==> src/rtl/pattern_gen_if.sv <==
// pattern_gen_if: groups the video timing inputs, pattern controls and colour/timing outputs of pattern_gen.
// Latency: none (wires only); the block behind the slave modport adds its own pipeline.
// Backpressure: none; the pixel stream is free-running, one pixel per clk.
interface pattern_gen_if;
   logic        hsync_in;
   logic        vsync_in;
   logic        de_in;
   logic [10:0] pos_x;
   logic [10:0] pos_y;
   logic [2:0]  pattern_sel;
   logic [17:0] solid_rgb;
   logic [5:0]  red;
   logic [5:0]  green;
   logic [5:0]  blue;
   logic        hsync_out;
   logic        vsync_out;
   logic        de_out;
   logic [20:0] video_data;

   // Timing source / stimulus side
   modport master (
      output hsync_in, vsync_in, de_in, pos_x, pos_y, pattern_sel, solid_rgb,
      input  red, green, blue, hsync_out, vsync_out, de_out, video_data
   );

   // Pattern generator side
   modport slave (
      input  hsync_in, vsync_in, de_in, pos_x, pos_y, pattern_sel, solid_rgb,
      output red, green, blue, hsync_out, vsync_out, de_out, video_data
   );
endinterface

==> src/rtl/pattern_gen.sv <==
// pattern_gen: renders bars/solid/checker/h-ramp/v-ramp/crosshatch aligned to incoming video timing.
// Latency: fixed 2 clk from pos_x/pos_y/hsync_in/vsync_in/de_in to colour, syncs, de_out and video_data.
// Backpressure: none; one pixel per clk. Optional horizontal scrolling with macro PATTERN_GEN_SCROLL_EN.
module pattern_gen #(
   parameter int H_ACTIVE   = 1366,  // active pixels per line (< 2048)
   parameter int V_ACTIVE   = 768,   // active lines per frame (< 2048)
   parameter int CHECK_LOG2 = 5      // checker / crosshatch cell = 2^CHECK_LOG2 pixels (1..9)
) (
   input  logic         clk,
   input  logic         rst_n,
   pattern_gen_if.slave vif
);

   // A degenerate tiny H_ACTIVE would make the bar width zero; clamp to 1.
   localparam int          BAR_W   = (H_ACTIVE / 8 > 0) ? H_ACTIVE / 8 : 1;
   localparam logic [10:0] BAR_W11 = 11'(BAR_W);
   localparam logic [11:0] H_LIM   = 12'(H_ACTIVE);
   localparam logic [11:0] V_LIM   = 12'(V_ACTIVE);
   localparam logic [10:0] H_LAST  = 11'(H_ACTIVE - 1);
   localparam logic [10:0] V_LAST  = 11'(V_ACTIVE - 1);
`ifdef PATTERN_GEN_SCROLL_EN
   localparam logic [10:0] H_SUB   = 11'(H_ACTIVE);
`endif

   // Frame-level control
   logic        vs_rise;
   logic        vs_prev_q,    vs_prev_d;
   logic [2:0]  active_sel_q, active_sel_d;
`ifdef PATTERN_GEN_SCROLL_EN
   logic [10:0] frame_cnt_q,  frame_cnt_d;
   logic [10:0] x_sum;
`endif

   // Stage 1: sampled coordinates, timing and solid colour
   logic [10:0] x1_q,  x1_d;     // raw pos_x, used by ramps and crosshatch
   logic [10:0] xs1_q, xs1_d;    // possibly scrolled x, used by bars and checker
   logic [10:0] y1_q,  y1_d;
   logic        de1_q, de1_d;
   logic        hs1_q, hs1_d;
   logic        vs1_q, vs1_d;
   logic        in_range1_q, in_range1_d;
   logic [17:0] solid1_q, solid1_d;

   // Stage 2: registered colour and timing (drive the outputs directly)
   logic [5:0]  red_q,   red_d;
   logic [5:0]  green_q, green_d;
   logic [5:0]  blue_q,  blue_d;
   logic        hs2_q,   hs2_d;
   logic        vs2_q,   vs2_d;
   logic        de2_q,   de2_d;

   // Pattern datapath temporaries
   logic [10:0] bar_div;
   logic [2:0]  bar_idx;
   logic [5:0]  pix_r, pix_g, pix_b;

   // Pattern latch on vsync rise, optional frame counter, and stage-1 capture of the pixel inputs
   always_comb begin
      vs_rise      = vif.vsync_in & ~vs_prev_q;
      vs_prev_d    = vif.vsync_in;
      active_sel_d = vs_rise ? vif.pattern_sel : active_sel_q;

      x1_d        = vif.pos_x;
      y1_d        = vif.pos_y;
      de1_d       = vif.de_in;
      hs1_d       = vif.hsync_in;
      vs1_d       = vif.vsync_in;
      solid1_d    = vif.solid_rgb;
      in_range1_d = ({1'b0, vif.pos_x} < H_LIM) && ({1'b0, vif.pos_y} < V_LIM);

`ifdef PATTERN_GEN_SCROLL_EN
      frame_cnt_d = vs_rise ? frame_cnt_q + 11'd1 : frame_cnt_q;
      // Single compare-subtract wrap back into the active width.
      x_sum       = vif.pos_x + frame_cnt_q;
      xs1_d       = ({1'b0, x_sum} >= H_LIM) ? x_sum - H_SUB : x_sum;
`else
      xs1_d       = vif.pos_x;
`endif
   end

   // Stage-2 pattern render: pick colour by active pattern, blank outside de or the active area
   always_comb begin
      bar_div = xs1_q / BAR_W11;
      bar_idx = (bar_div > 11'd7) ? 3'd7 : bar_div[2:0];
      pix_r   = '0;
      pix_g   = '0;
      pix_b   = '0;

      case (active_sel_q)
         3'd0: begin
            // Bar order white,yellow,cyan,green,magenta,red,blue,black maps to inverted index bits.
            pix_g = {6{~bar_idx[2]}};
            pix_r = {6{~bar_idx[1]}};
            pix_b = {6{~bar_idx[0]}};
         end
         3'd1: begin
            {pix_g, pix_r, pix_b} = solid1_q;
         end
         3'd2: begin
            if ((xs1_q[CHECK_LOG2] ^ y1_q[CHECK_LOG2]) == 1'b0) begin
               pix_r = 6'd63;
               pix_g = 6'd63;
               pix_b = 6'd63;
            end
         end
         3'd3: begin
            pix_r = x1_q[10:5];
            pix_g = x1_q[10:5];
            pix_b = x1_q[10:5];
         end
         3'd4: begin
            pix_r = y1_q[9:4];
            pix_g = y1_q[9:4];
            pix_b = y1_q[9:4];
         end
         3'd5: begin
            if ((x1_q[CHECK_LOG2-1:0] == '0) || (y1_q[CHECK_LOG2-1:0] == '0) ||
                (x1_q == H_LAST) || (y1_q == V_LAST)) begin
               pix_r = 6'd63;
               pix_g = 6'd63;
               pix_b = 6'd63;
            end
         end
         default: begin
            pix_r = '0;
            pix_g = '0;
            pix_b = '0;
         end
      endcase

      if (!de1_q || !in_range1_q) begin
         pix_r = '0;
         pix_g = '0;
         pix_b = '0;
      end

      red_d   = pix_r;
      green_d = pix_g;
      blue_d  = pix_b;
      hs2_d   = hs1_q;
      vs2_d   = vs1_q;
      de2_d   = de1_q;
   end

   // All state clears asynchronously so outputs drop to zero the moment reset asserts
   always_ff @(posedge clk or negedge rst_n) begin
      if (!rst_n) begin
         vs_prev_q    <= 1'b0;
         active_sel_q <= 3'd0;
`ifdef PATTERN_GEN_SCROLL_EN
         frame_cnt_q  <= 11'd0;
`endif
         x1_q         <= '0;
         xs1_q        <= '0;
         y1_q         <= '0;
         de1_q        <= 1'b0;
         hs1_q        <= 1'b0;
         vs1_q        <= 1'b0;
         in_range1_q  <= 1'b0;
         solid1_q     <= '0;
         red_q        <= '0;
         green_q      <= '0;
         blue_q       <= '0;
         hs2_q        <= 1'b0;
         vs2_q        <= 1'b0;
         de2_q        <= 1'b0;
      end else begin
         vs_prev_q    <= vs_prev_d;
         active_sel_q <= active_sel_d;
`ifdef PATTERN_GEN_SCROLL_EN
         frame_cnt_q  <= frame_cnt_d;
`endif
         x1_q         <= x1_d;
         xs1_q        <= xs1_d;
         y1_q         <= y1_d;
         de1_q        <= de1_d;
         hs1_q        <= hs1_d;
         vs1_q        <= vs1_d;
         in_range1_q  <= in_range1_d;
         solid1_q     <= solid1_d;
         red_q        <= red_d;
         green_q      <= green_d;
         blue_q       <= blue_d;
         hs2_q        <= hs2_d;
         vs2_q        <= vs2_d;
         de2_q        <= de2_d;
      end
   end

   assign vif.red        = red_q;
   assign vif.green      = green_q;
   assign vif.blue       = blue_q;
   assign vif.hsync_out  = hs2_q;
   assign vif.vsync_out  = vs2_q;
   assign vif.de_out     = de2_q;
   assign vif.video_data = {hs2_q, vs2_q, de2_q, green_q, red_q, blue_q};

endmodule

==> src/flat_wrapper.sv <==
// flat-port wrapper written by rule: the top's interface ports become plain ports
module pattern_gen_flat 
#(
   parameter int H_ACTIVE   = 1366,                                    
   parameter int V_ACTIVE   = 768,                                     
   parameter int CHECK_LOG2 = 5                                                               
)
  (clk, rst_n, vif_hsync_in, vif_vsync_in, vif_de_in, vif_pos_x, vif_pos_y, vif_pattern_sel, vif_solid_rgb, vif_red, vif_green, vif_blue, vif_hsync_out, vif_vsync_out, vif_de_out, vif_video_data);
  pattern_gen_if vif_i ();
  input  logic clk;
  input  logic rst_n;
  input wire logic [$bits(vif_i.hsync_in)-1:0] vif_hsync_in;
  input wire logic [$bits(vif_i.vsync_in)-1:0] vif_vsync_in;
  input wire logic [$bits(vif_i.de_in)-1:0] vif_de_in;
  input wire logic [$bits(vif_i.pos_x)-1:0] vif_pos_x;
  input wire logic [$bits(vif_i.pos_y)-1:0] vif_pos_y;
  input wire logic [$bits(vif_i.pattern_sel)-1:0] vif_pattern_sel;
  input wire logic [$bits(vif_i.solid_rgb)-1:0] vif_solid_rgb;
  output wire logic [$bits(vif_i.red)-1:0] vif_red;
  output wire logic [$bits(vif_i.green)-1:0] vif_green;
  output wire logic [$bits(vif_i.blue)-1:0] vif_blue;
  output wire logic [$bits(vif_i.hsync_out)-1:0] vif_hsync_out;
  output wire logic [$bits(vif_i.vsync_out)-1:0] vif_vsync_out;
  output wire logic [$bits(vif_i.de_out)-1:0] vif_de_out;
  output wire logic [$bits(vif_i.video_data)-1:0] vif_video_data;
  assign vif_i.hsync_in = vif_hsync_in;
  assign vif_i.vsync_in = vif_vsync_in;
  assign vif_i.de_in = vif_de_in;
  assign vif_i.pos_x = vif_pos_x;
  assign vif_i.pos_y = vif_pos_y;
  assign vif_i.pattern_sel = vif_pattern_sel;
  assign vif_i.solid_rgb = vif_solid_rgb;
  assign vif_red = vif_i.red;
  assign vif_green = vif_i.green;
  assign vif_blue = vif_i.blue;
  assign vif_hsync_out = vif_i.hsync_out;
  assign vif_vsync_out = vif_i.vsync_out;
  assign vif_de_out = vif_i.de_out;
  assign vif_video_data = vif_i.video_data;
  pattern_gen #(.H_ACTIVE(H_ACTIVE), .V_ACTIVE(V_ACTIVE), .CHECK_LOG2(CHECK_LOG2)) u_core (.clk(clk), .rst_n(rst_n), .vif(vif_i));
endmodule
==> config.mk <==
export PLATFORM = sky130hd
export DESIGN_NAME = pattern_gen_flat
export DESIGN_NICKNAME = d
export VERILOG_FILES = /design/src/rtl/pattern_gen_if.sv /design/src/rtl/pattern_gen.sv /design/src/flat_wrapper.sv
export SDC_FILE = /design/constraint.sdc
export NUM_CORES = 1
export LEC_CHECK = 0
export CAP_MARGIN = 20
export CORE_MARGIN = 2
export CORE_UTILIZATION = 51
export DETAILED_ROUTE_END_ITERATION = 6
export HOLD_SLACK_MARGIN = 0.12
export PLACE_DENSITY = 0.85
export SKIP_CTS_REPAIR_TIMING = 1
export SYNTH_ARGS = -nofsm -noshare
export SYNTH_HDL_FRONTEND = slang
export SYNTH_SLANG_ARGS = --single-unit
==> constraint.sdc <==
create_clock -name clk -period 8.3 [get_ports clk]
set_input_delay 0.83 -clock clk [delete_from_list [all_inputs] [get_ports clk]]
set_output_delay 0.83 -clock clk [all_outputs]
set_load 0.02 [all_outputs]
# ---- After elaboration in Yosys (flattened, before gate mapping)
# Cells that the tools add are included.
dict set report totals {
  ff_bits 68
  in_bits 48
}
dict set report op_classes {
  div 1
  n_lt_le_gt_ge 3
  eq_ne 7
  mux 9
  n_bitwise 6
  n_reduce_logical 10
}
# operator n
set op_table {}
lappend op_table {{$pmux W6 S6} 3}
lappend op_table {{$mux W6} 5}
lappend op_table {{$div A11 B8 Y11 const B} 1}
lappend op_table {{$eq A11 B10 Y1 const B} 1}
lappend op_table {{$eq A11 B11 Y1 const B} 1}
lappend op_table {{$gt A11 B3 Y1 const B} 1}
lappend op_table {{$lt A11 B10 Y1 const B} 1}
lappend op_table {{$lt A11 B11 Y1 const B} 1}
lappend op_table {{$logic_not A5 Y1} 2}
lappend op_table {{$eq A3 B2 Y1 const B} 2}
lappend op_table {{$eq A3 B3 Y1 const B} 2}
lappend op_table {{$logic_or A1 B1 Y1} 4}
lappend op_table {{$not A1 Y1} 4}
lappend op_table {{$eq A3 B1 Y1 const B} 1}
lappend op_table {{$logic_not A3 Y1} 1}
lappend op_table {{$mux W3} 1}
lappend op_table {{$logic_not A1 Y1} 2}
lappend op_table {{$and A1 B1 Y1} 1}
lappend op_table {{$logic_and A1 B1 Y1} 1}
lappend op_table {{$xor A1 B1 Y1} 1}

# ---- Logic depth before layout (Yosys ltp)
# Gate-level depths: netlist of the first run.
dict set report logic_depth {
  depth_word 7
  depth_mapped 10
}

# ---- Least setup slack after synthesis of the first run
# Ideal clock, no wire load.
dict set report synth_timing {
  kind {reg2reg}
  from {reg u_core.x1_q[6]}
  to {reg u_core.blue_q[0] (netlist: u_core.vif.blue[0])}
  setup_ps 146
  arrival_ps 2557
  t_required_ps 8154
  path_slack_ps 5597
  path_stages_with_launch 9
  path_buffers 1
  path_cell_list {dfrtp_1 -> clkbuf_1 -> or3_1 -> and2_1 -> or4_1 -> mux2i_1 -> and3b_1 -> a2111oi_4 -> o22ai_1}
}
dict set report synth_via {
  elab_chain_cells 6
  word_cells_on_any_way 10
  cone_classes {div (1); order compare (1); eq/ne (1); mux (4); bitwise (1); reduce/logical (2)}
}
# element line
set synth_lines {}
lappend synth_lines {{from (decl)} pattern_gen.sv:35} ;# logic [10:0] x1_q, x1_d;
lappend synth_lines {{from (signal assigned)} pattern_gen.sv:153} ;# x1_q <= '0;
lappend synth_lines {{from (signal assigned)} pattern_gen.sv:173} ;# x1_q <= x1_d;
lappend synth_lines {{$div A11 B8 Y11 / $eq A11 B11 Y1 (equally long branches)} --}
lappend synth_lines {{$gt A11 B3 Y1 / $logic_or A1 B1 Y1 (equally long branches)} --}
lappend synth_lines {{$mux W3 / $logic_or A1 B1 Y1 (equally long branches)} --}
lappend synth_lines {{$not A1 Y1 / $mux W6 (equally long branches)} --}
lappend synth_lines {{$pmux W6 S6 (*)} pattern_gen.sv:89} ;# case (active_sel_q)
lappend synth_lines {{$mux W6 (*)} pattern_gen.sv:131} ;# if (!de1_q || !in_range1_q) begin
lappend synth_lines {{net u_core.blue_d[0]} pattern_gen.sv:47} ;# logic [5:0] blue_q, blue_d;
lappend synth_lines {{to (signal assigned)} pattern_gen.sv:183} ;# blue_q <= blue_d;
lappend synth_lines {{to (decl)} pattern_gen.sv:47}
# Mark *: on every way through the listed nets, which the timed path passes. The rest lies on a longest branch.
# A chain may end at the register's enable or synchronous reset.

# ---- Worst setup path after layout of the first run
dict set report layout_timing {
  from {reg u_core.x1_q[8]}
  to {reg u_core.blue_q[0] (netlist: u_core.vif.blue[0])}
}
# Same word-level chain as after synthesis.

==> report_table.html, run 1 <==
<table>
<tr><th>Metric</th><th>Value</th></tr>
<tr><th colspan="2">Outcome</th></tr>
<tr><td>Result of the run</td><td>complete, no violations</td></tr>
<tr><th colspan="2">Detailed routing</th></tr>
<tr><td>First-iteration detailed-routing DRC count</td><td>234</td></tr>
<tr><td>Detailed-route wire length</td><td>7.35 mm</td></tr>
<tr><td>Via density per instance</td><td>5.83</td></tr>
<tr><td>Detailed-route DRC error count</td><td>0</td></tr>
<tr><td>Drt wl/cell</td><td>16.7 um</td></tr>
<tr><td>Count of TritonRoute iterations in the first routing pass</td><td>4</td></tr>
<tr><td>Overall via count from detail_route</td><td>2560</td></tr>
<tr><td>Remaining antenna violation count after routing</td><td>0</td></tr>
<tr><th colspan="2">Timing</th></tr>
<tr><td>Total negative setup slack</td><td>0 ns</td></tr>
<tr><td>Final hold violations</td><td>0</td></tr>
<tr><td>Normalized max-slew margin</td><td>47.0%</td></tr>
<tr><td>Worst Tran Pin Value</td><td>0.795 ns</td></tr>
<tr><td>Setup Viol. Count Final</td><td>0</td></tr>
<tr><td>Unrepaired setup endpoints after global routing</td><td>no</td></tr>
<tr><td>Highest Clock Rate</td><td>0.292 GHz</td></tr>
<tr><td>Crit path setup slack, layout</td><td>4.87 ns</td></tr>
<tr><td>Final Max Tran Viols</td><td>0</td></tr>
<tr><td>Minimum clock period</td><td>3.43 ns</td></tr>
<tr><td>Final period util</td><td>41.3%</td></tr>
<tr><td>Worst Skew</td><td>0.00619 ns</td></tr>
<tr><th colspan="2">Placement</th></tr>
<tr><td>Gp weighted congestion</td><td>0.921</td></tr>
<tr><td>Pre-CTS setup slack</td><td>4.96 ns</td></tr>
<tr><td>Port-buffer cells</td><td>89</td></tr>
<tr><td>Placed Cells</td><td>423</td></tr>
<tr><td>Total half-perimeter wirelength after legalization and detailed placement</td><td>5.41 mm</td></tr>
<tr><th colspan="2">Logic synthesis</th></tr>
<tr><td>Number of distinct library cell variants in the gate-level netlist after synthesis</td><td>54</td></tr>
<tr><td>Ys async rst share</td><td>100%</td></tr>
<tr><td>Top post-synthesis cells by area</td><td>dfrtp_1 54%, buf_4 5.0%, a21boi_0 2.9%</td></tr>
<tr><td>Most instantiated cells after synthesis</td><td>68 x dfrtp_1, 24 x nand2_1, 21 x buf_4, 15 x o21ai_0, 13 x nor2_1</td></tr>
<tr><td>Yosys reg bits</td><td>68</td></tr>
<tr><td>Cell accounting for the most synthesized area</td><td>dfrtp_1</td></tr>
<tr><td>Cell area after synthesis</td><td>3140 um^2</td></tr>
<tr><td>Synthesized Nets</td><td>341</td></tr>
<tr><td>Number of enable flip-flop cells after synthesis</td><td>0</td></tr>
<tr><td>Area fraction in and, or, nand and nor cells after synthesis</td><td>13.0%</td></tr>
<tr><td>Sequential-to-total area share from yosys stat</td><td>54.2%</td></tr>
<tr><td>Syn_area_per_cell</td><td>10.7 um^2</td></tr>
<tr><td>Post-Synth XOR/XNOR Area</td><td>0.558%</td></tr>
<tr><td>Synth warn</td><td>0</td></tr>
<tr><td>Top-area cell type share of the netlist area</td><td>54.2%</td></tr>
<tr><td>Largest family of logic cells by synthesized area</td><td>compound AO/OA/AOI/OAI gates</td></tr>
<tr><td>Count of mapped cells out of synthesis</td><td>293</td></tr>
<tr><td>Share of the synthesized area in compound gates (AO/OA/AOI/OAI)</td><td>22.3%</td></tr>
<tr><td>Share of cell area taken by muxes after synthesis</td><td>2.07%</td></tr>
<tr><td>Post-synth top flop</td><td>dfrtp_1</td></tr>
<tr><td>Dominant cell by count in the synthesized netlist</td><td>dfrtp_1</td></tr>
<tr><td>Adder-Cell Fraction of Synth Area</td><td>0.319%</td></tr>
<tr><th colspan="2">Die</th></tr>
<tr><td>Die H</td><td>82.5 um</td></tr>
<tr><td>Initial standard-cell utilization of the core</td><td>53.0%</td></tr>
<tr><td>Io pins</td><td>90</td></tr>
<tr><td>Die area</td><td>6800 um^2</td></tr>
<tr><td>Placement Rows</td><td>28</td></tr>
<tr><td>Area of the core</td><td>5920 um^2</td></tr>
<tr><td>Die extent in x</td><td>82.5 um</td></tr>
<tr><th colspan="2">Final layout</th></tr>
<tr><td>Fraction of layout cells with a size suffix above 1</td><td>7.97%</td></tr>
<tr><td>Final-stage net count</td><td>407</td></tr>
<tr><td>Cell Count, Final, Fillers Out</td><td>439</td></tr>
<tr><td>Synth-to-layout area growth</td><td>31.9%</td></tr>
<tr><td>Ant diodes</td><td>0</td></tr>
<tr><th colspan="2">Clocking</th></tr>
<tr><td>Clock tree root buffer cell</td><td>clkbuf_8</td></tr>
<tr><td>TritonCTS clock tree</td><td>done</td></tr>
<tr><td>Clock edge transition at the registers on the reported setup and hold paths</td><td>0.07 ns</td></tr>
<tr><td>CTS Buf Count</td><td>9</td></tr>
<tr><td>Count of clock tree sinks</td><td>68</td></tr>
<tr><td>Clock Tree Buf Depth</td><td>2</td></tr>
<tr><td>Clock latency on the worst-skew pair</td><td>0.35 ns</td></tr>
<tr><td>Clock H-tree levels</td><td>3</td></tr>
<tr><th colspan="2">Global route</th></tr>
<tr><td>Maximum number of pins on one net before global-route repair</td><td>69</td></tr>
<tr><td>First-pass GRT wire length</td><td>11.7 mm</td></tr>
<tr><td>Initial antenna violation count</td><td>0</td></tr>
<tr><td>Gr ovfl total</td><td>0</td></tr>
<tr><td>Via count of the first global-routing pass</td><td>2439</td></tr>
<tr><td>Global-route usage over all layers</td><td>23.6%</td></tr>
<tr><th colspan="2">Critical path</th></tr>
<tr><td>Critical setup path kind</td><td>flip-flop to flip-flop</td></tr>
<tr><td>Crit path DAT</td><td>3.63 ns</td></tr>
<tr><td>Crit. End Element</td><td>flip-flop</td></tr>
<tr><td>Worst-path fanout max</td><td>24</td></tr>
<tr><td>CP Data Required Time</td><td>8.50 ns</td></tr>
<tr><td>Kind of launch point of the worst setup path</td><td>flip-flop</td></tr>
<tr><th colspan="2">Power and ir drop</th></tr>
<tr><td>Worst vdd rail ir drop</td><td>0.000138 V</td></tr>
<tr><td>Total power density per cell area</td><td>194 nW/um^2</td></tr>
<tr><td>Leakage power figure</td><td>1.67 nW</td></tr>
<tr><th colspan="2">Job</th></tr>
<tr><td>Max_cap viols</td><td>0</td></tr>
<tr><th colspan="2">Min path</th></tr>
<tr><td>Min-Delay Path Class</td><td>flip-flop to flip-flop</td></tr>
</table>
==> layout by cell type (no fill, tap or decap), types with 4 or more instances in the layout <==
master            n
clkdlybuf4s50_1  88
dfrtp_1          68
nand2_1          24
o21ai_0          15
nor2_1           13
a21boi_0         12
a221oi_1         10
clkbuf_8         10
a31oi_1           8
a21oi_1           7
o22ai_1           7
nand3_1           6
inv_1             5
a2111oi_0         5
and2_1            4
nand2b_1          4
nor2b_1           4
mux2_2            4
==> layout make-up <==
| type | count | area, um^2 |
|---|---|---|
| repair buffers | 91 | 901 |
| fillers | 421 | 1780 |
| clock inverters | 6 | 87.6 |
| clock buffers | 10 | 138 |
| well taps | 75 | 93.8 |
| flip-flops and latches | 68 | 1700 |
| multi-input cells | 184 | 1200 |
| inverters | 5 | 18.8 |
==> stage by stage <==
step	utilization, %	hold slack, ns	area [um^2]	total power, mW
floorplan	-	0.331	3140	0.448
global route	69.9	0.366	4140	0.844
CTS	69.9	0.353	4140	0.808
finish	69.9	0.352	4140	0.805
global placement	66.1	0.334	3920	0.505
detailed placement	66.1	0.337	3920	0.509
==> final timing paths <==
check | start | endpoint | slack (ns) | cells past startpoint
worst min-delay path | u_core.hs1_q | u_core.vif.hsync_out | 0.35 | 0
worst max-delay path | u_core.x1_q[8] | u_core.vif.blue[0] | 4.87 | 8
worst max register to register | u_core.x1_q[8] | u_core.vif.blue[0] | 4.87 | 8
min in group asynchronous | rst_n | u_core.vif.green[1] | 0.65 | 2
max in group asynchronous | rst_n | u_core.x1_q[3] | 7.13 | 2
worst min register to register | u_core.hs1_q | u_core.vif.hsync_out | 0.35 | 0
==> metal layers <==
layer	vias up	global-route usage (%)	part of all wire (%)
met2	136	37.8	50
met4	0	12.2	1.9
met1	1211	30.1	41
li1	1200	-	-
met3	13	5.11	7.9
met5	-	0	0
==> critical path: stages, from the launching register on <==
cell,delay [ns]
dfrtp_1,0.82
o211ai_1,0.21
maj3_1,0.45
a21oi_2,0.27
o31a_1,0.39
mux2i_1,0.29
and3b_1,0.24
a2111oi_4,0.45
o22ai_1,0.16
==> kinds of logic (layout without fill, tap and decap cells) <==
kind of cell | count (synthesis) | after routing
buffers and inverters | 41 | 112
adder cells (fa/ha/maj) | 1 | 1
XOR/XNOR | 2 | 2
AND/OR/NAND/NOR | 79 | 79
flip-flops | 68 | 68
multiplexers | 6 | 6
AO/OA/AOI/OAI | 96 | 96
==> flip-flops by register name (all words and copies together), names as in the netlist <==
| register | cells |
|---|---|
| u_core.vif.green | 6 |
| u_core.y1_q | 11 |
| u_core.in_range1_q | 1 |
| u_core.x1_q | 11 |
| u_core.vs_prev_q | 1 |
| u_core.active_sel_q | 3 |
| u_core.de1_q | 1 |
| u_core.solid1_q | 18 |
| u_core.vif.red | 6 |
| u_core.vif.blue | 6 |
| u_core.vif.vsync_out | 1 |
| u_core.vif.de_out | 1 |
| u_core.vif.hsync_out | 1 |
| u_core.hs1_q | 1 |
==> report_power, final <==
part / internal, mW / leakage (nW) / total [mW] / switching, mW
Combinational: 0.0657 / 0.718 / 0.134 / 0.0681
Sequential: 0.349 / 0.834 / 0.370 / 0.0215
Clock: 0.177 / 0.116 / 0.301 / 0.124
Power figures use the tool's default switching activity.
==> run 2: changes to the inputs <==
- CORE_UTILIZATION: 51 -> 48
- PLACE_DENSITY: 0.85 -> 0.81
- clock period: 8.3 -> 3.25 ns (I/O delays scaled with it)
==> run 2 against run 1 <==
Against the previous run: worst setup slack got worse by 4.6 ns; combinational power rose to 2.7 times the previous value; register-to-register slack got worse by 4.6 ns; non-clock buffer count up 8; cell area increased by 1.4%; clock skew is essentially flat; count of clock-buffer cells in the layout shrank 1; clock power grew 130%; critical path type unchanged.
==> report_table.html, run 2 (synthesized netlist as in run 1, its figures left out) <==
<table>
<tr><th>Metric</th><th>Value</th></tr>
<tr><th colspan="2">Placement</th></tr>
<tr><td>Total half-perimeter wirelength after legalization and detailed placement</td><td>5.80 mm</td></tr>
<tr><td>Port-buffer cells</td><td>89</td></tr>
<tr><td>Gp weighted congestion</td><td>0.909</td></tr>
<tr><td>Pre-CTS setup slack</td><td>0.173 ns</td></tr>
<tr><th colspan="2">Clocking</th></tr>
<tr><td>Clock tree root buffer cell</td><td>clkbuf_8</td></tr>
<tr><td>Count of clock tree sinks</td><td>68</td></tr>
<tr><td>Clock H-tree levels</td><td>3</td></tr>
<tr><td>TritonCTS clock tree</td><td>done</td></tr>
<tr><td>Clock edge transition at the registers on the reported setup and hold paths</td><td>0.07 ns</td></tr>
<tr><td>Clock latency on the worst-skew pair</td><td>0.35 ns</td></tr>
<tr><td>Clock Tree Buf Depth</td><td>2</td></tr>
<tr><td>CTS Buf Count</td><td>9</td></tr>
<tr><th colspan="2">Detailed routing</th></tr>
<tr><td>First-iteration detailed-routing DRC count</td><td>233</td></tr>
<tr><td>Remaining antenna violation count after routing</td><td>0</td></tr>
<tr><td>Detailed-route DRC error count</td><td>0</td></tr>
<tr><td>Count of TritonRoute iterations in the first routing pass</td><td>4</td></tr>
<tr><td>Detailed-route wire length</td><td>7.59 mm</td></tr>
<tr><td>Overall via count from detail_route</td><td>2624</td></tr>
<tr><td>Drt wl/cell</td><td>16.9 um</td></tr>
<tr><td>Via density per instance</td><td>5.84</td></tr>
<tr><th colspan="2">Min path</th></tr>
<tr><td>Min-Delay Path Class</td><td>flip-flop to flip-flop</td></tr>
<tr><th colspan="2">Final layout</th></tr>
<tr><td>Top library cells by usage in the layout, fill and taps aside</td><td>88 x clkdlybuf4s50_1, 63 x dfrtp_1, 24 x nand2_1</td></tr>
<tr><td>Fraction of layout cells with a size suffix above 1</td><td>11.6%</td></tr>
<tr><td>Ant diodes</td><td>0</td></tr>
<tr><td>Synth-to-layout area growth</td><td>33.7%</td></tr>
<tr><td>Top register by number of flip-flops</td><td>u_core.solid1_q</td></tr>
<tr><td>Final-stage net count</td><td>415</td></tr>
<tr><td>End-of-flow core utilization</td><td>66.1%</td></tr>
<tr><td>Commonest non-fill, non-tap cell in the layout</td><td>clkdlybuf4s50_1</td></tr>
<tr><td>Top flop regs</td><td>u_core.solid1_q x18, u_core.x1_q x11, u_core.y1_q x11</td></tr>
<tr><td>Max reg flops</td><td>18</td></tr>
<tr><th colspan="2">Timing</th></tr>
<tr><td>Crit path setup slack, layout</td><td>0.260 ns</td></tr>
<tr><td>Final hold violations</td><td>0</td></tr>
<tr><td>Final Max Tran Viols</td><td>0</td></tr>
<tr><td>Highest Clock Rate</td><td>0.334 GHz</td></tr>
<tr><td>Normalized max-slew margin</td><td>48.8%</td></tr>
<tr><td>Setup Viol. Count Final</td><td>0</td></tr>
<tr><td>Worst Tran Pin Value</td><td>0.768 ns</td></tr>
<tr><td>Unrepaired setup endpoints after global routing</td><td>no</td></tr>
<tr><td>Worst Skew</td><td>0.00650 ns</td></tr>
<tr><td>Final period util</td><td>92.0%</td></tr>
<tr><td>Total negative setup slack</td><td>0 ns</td></tr>
<tr><td>Minimum clock period</td><td>2.99 ns</td></tr>
<tr><th colspan="2">Critical path</th></tr>
<tr><td>Crit path DAT</td><td>3.18 ns</td></tr>
<tr><td>Worst-path fanout max</td><td>8</td></tr>
<tr><td>Critical setup path kind</td><td>flip-flop to flip-flop</td></tr>
<tr><td>Kind of launch point of the worst setup path</td><td>flip-flop</td></tr>
<tr><td>Crit. End Element</td><td>flip-flop</td></tr>
<tr><td>Longest individual stage delay on the worst path</td><td>0.55 ns</td></tr>
<tr><td>CP Data Required Time</td><td>3.44 ns</td></tr>
<tr><td>Ordered list of cells on the worst path</td><td>o21ai_0, or3_1, and2_1, or4_1, mux2i_1, and3b_1, a2111oi_4, o22ai_1</td></tr>
<tr><td>Library cell contributing the largest single delay on the critical path</td><td>dfrtp_1</td></tr>
<tr><th colspan="2">Die</th></tr>
<tr><td>Io pins</td><td>90</td></tr>
<tr><td>Initial standard-cell utilization of the core</td><td>49.5%</td></tr>
<tr><td>Placement Rows</td><td>29</td></tr>
<tr><td>Die area</td><td>7210 um^2</td></tr>
<tr><td>Area of the core</td><td>6350 um^2</td></tr>
<tr><td>Die H</td><td>84.9 um</td></tr>
<tr><td>Die extent in x</td><td>84.9 um</td></tr>
<tr><th colspan="2">Power and ir drop</th></tr>
<tr><td>Total power density per cell area</td><td>473 nW/um^2</td></tr>
<tr><td>Leakage power figure</td><td>1.68 nW</td></tr>
<tr><td>Worst vdd rail ir drop</td><td>0.000399 V</td></tr>
<tr><th colspan="2">Global route</th></tr>
<tr><td>First-pass GRT wire length</td><td>12.5 mm</td></tr>
<tr><td>Initial antenna violation count</td><td>0</td></tr>
<tr><td>Maximum number of pins on one net before global-route repair</td><td>36</td></tr>
<tr><td>Gr ovfl total</td><td>0</td></tr>
<tr><td>Global-route usage over all layers</td><td>22.3%</td></tr>
<tr><td>Via count of the first global-routing pass</td><td>2585</td></tr>
<tr><th colspan="2">Job</th></tr>
<tr><td>Max_cap viols</td><td>0</td></tr>
<tr><th colspan="2">Outcome</th></tr>
<tr><td>Result of the run</td><td>complete, no violations</td></tr>
</table>
-- run 2: cell types whose count changed in the layout (fill, tap and decap cells not counted), moves of 2 or more --
| cell | change |
|---|---|
| dfrtp_1 | -5 |
| clkinvlp_4 | +2 |
| dfrtp_2 | +5 |
| buf_4 | +7 |
-- run 2: cell type report --
class                           count  area, um^2
Inverter                            5        18.8
Clock inverter                      7        76.3
Clock buffer                        9         124
Multi-Input combinational cell    184        1210
Fill cell                         484        2150
Timing Repair Buffer               99         963
Sequential cell                    68        1710
Tap cell                           77        96.3
-- run 2: power breakdown --
group          internal (mW)  switching, mW  total [mW]
Sequential             0.891         0.0459       0.937
Clock                  0.357          0.326       0.683
Combinational          0.176          0.189       0.365
-- run 2: path summary, 6_finish.rpt --
| check | startpoint | end | slack, ns | cells after the start |
|---|---|---|---|---|
| worst max-delay path | u_core.x1_q[5] | u_core.vif.blue[5] | 0.26 | 8 |
| worst min-delay path | u_core.hs1_q | u_core.vif.hsync_out | 0.36 | 0 |
| worst min register to register | u_core.hs1_q | u_core.vif.hsync_out | 0.36 | 0 |
| worst max register to register | u_core.x1_q[5] | u_core.vif.blue[5] | 0.26 | 8 |
| min in group asynchronous | rst_n | u_core.solid1_q[6] | 0.59 | 2 |
| max in group asynchronous | rst_n | u_core.x1_q[6] | 1.75 | 3 |
-- run 2: stage by stage --
step | total power [mW] | std cells | hold slack [ns] | area [um^2]
after detailed placement | 1.31 | 431 | 0.342 | 3960
after global placement | 1.30 | 431 | 0.336 | 3960
final | 1.99 | 449 | 0.356 | 4200
after CTS | 2.00 | 447 | 0.0469 | 4160
after global routing | 2.08 | 449 | 0.382 | 4200
after floorplan | 1.15 | 293 | 0.0294 | 3140
-- run 2: critical path: cells and delay by family, from the launching register on --
family	cells	cell delay, ns
flops	1	0.55
mux	1	0.20
compound gates	3	0.82
simple gates	4	1.26
-- run 2: layer usage --
metal	share of wire, %	up-vias	routed length (um)	GRT usage (%)
met5	0	-	0	0
met4	0.92	0	70	6.78
met1	40	1253	3070	28.3
met3	8.0	8	608	7.10
li1	-	1222	-	-
met2	51	141	3840	36.9
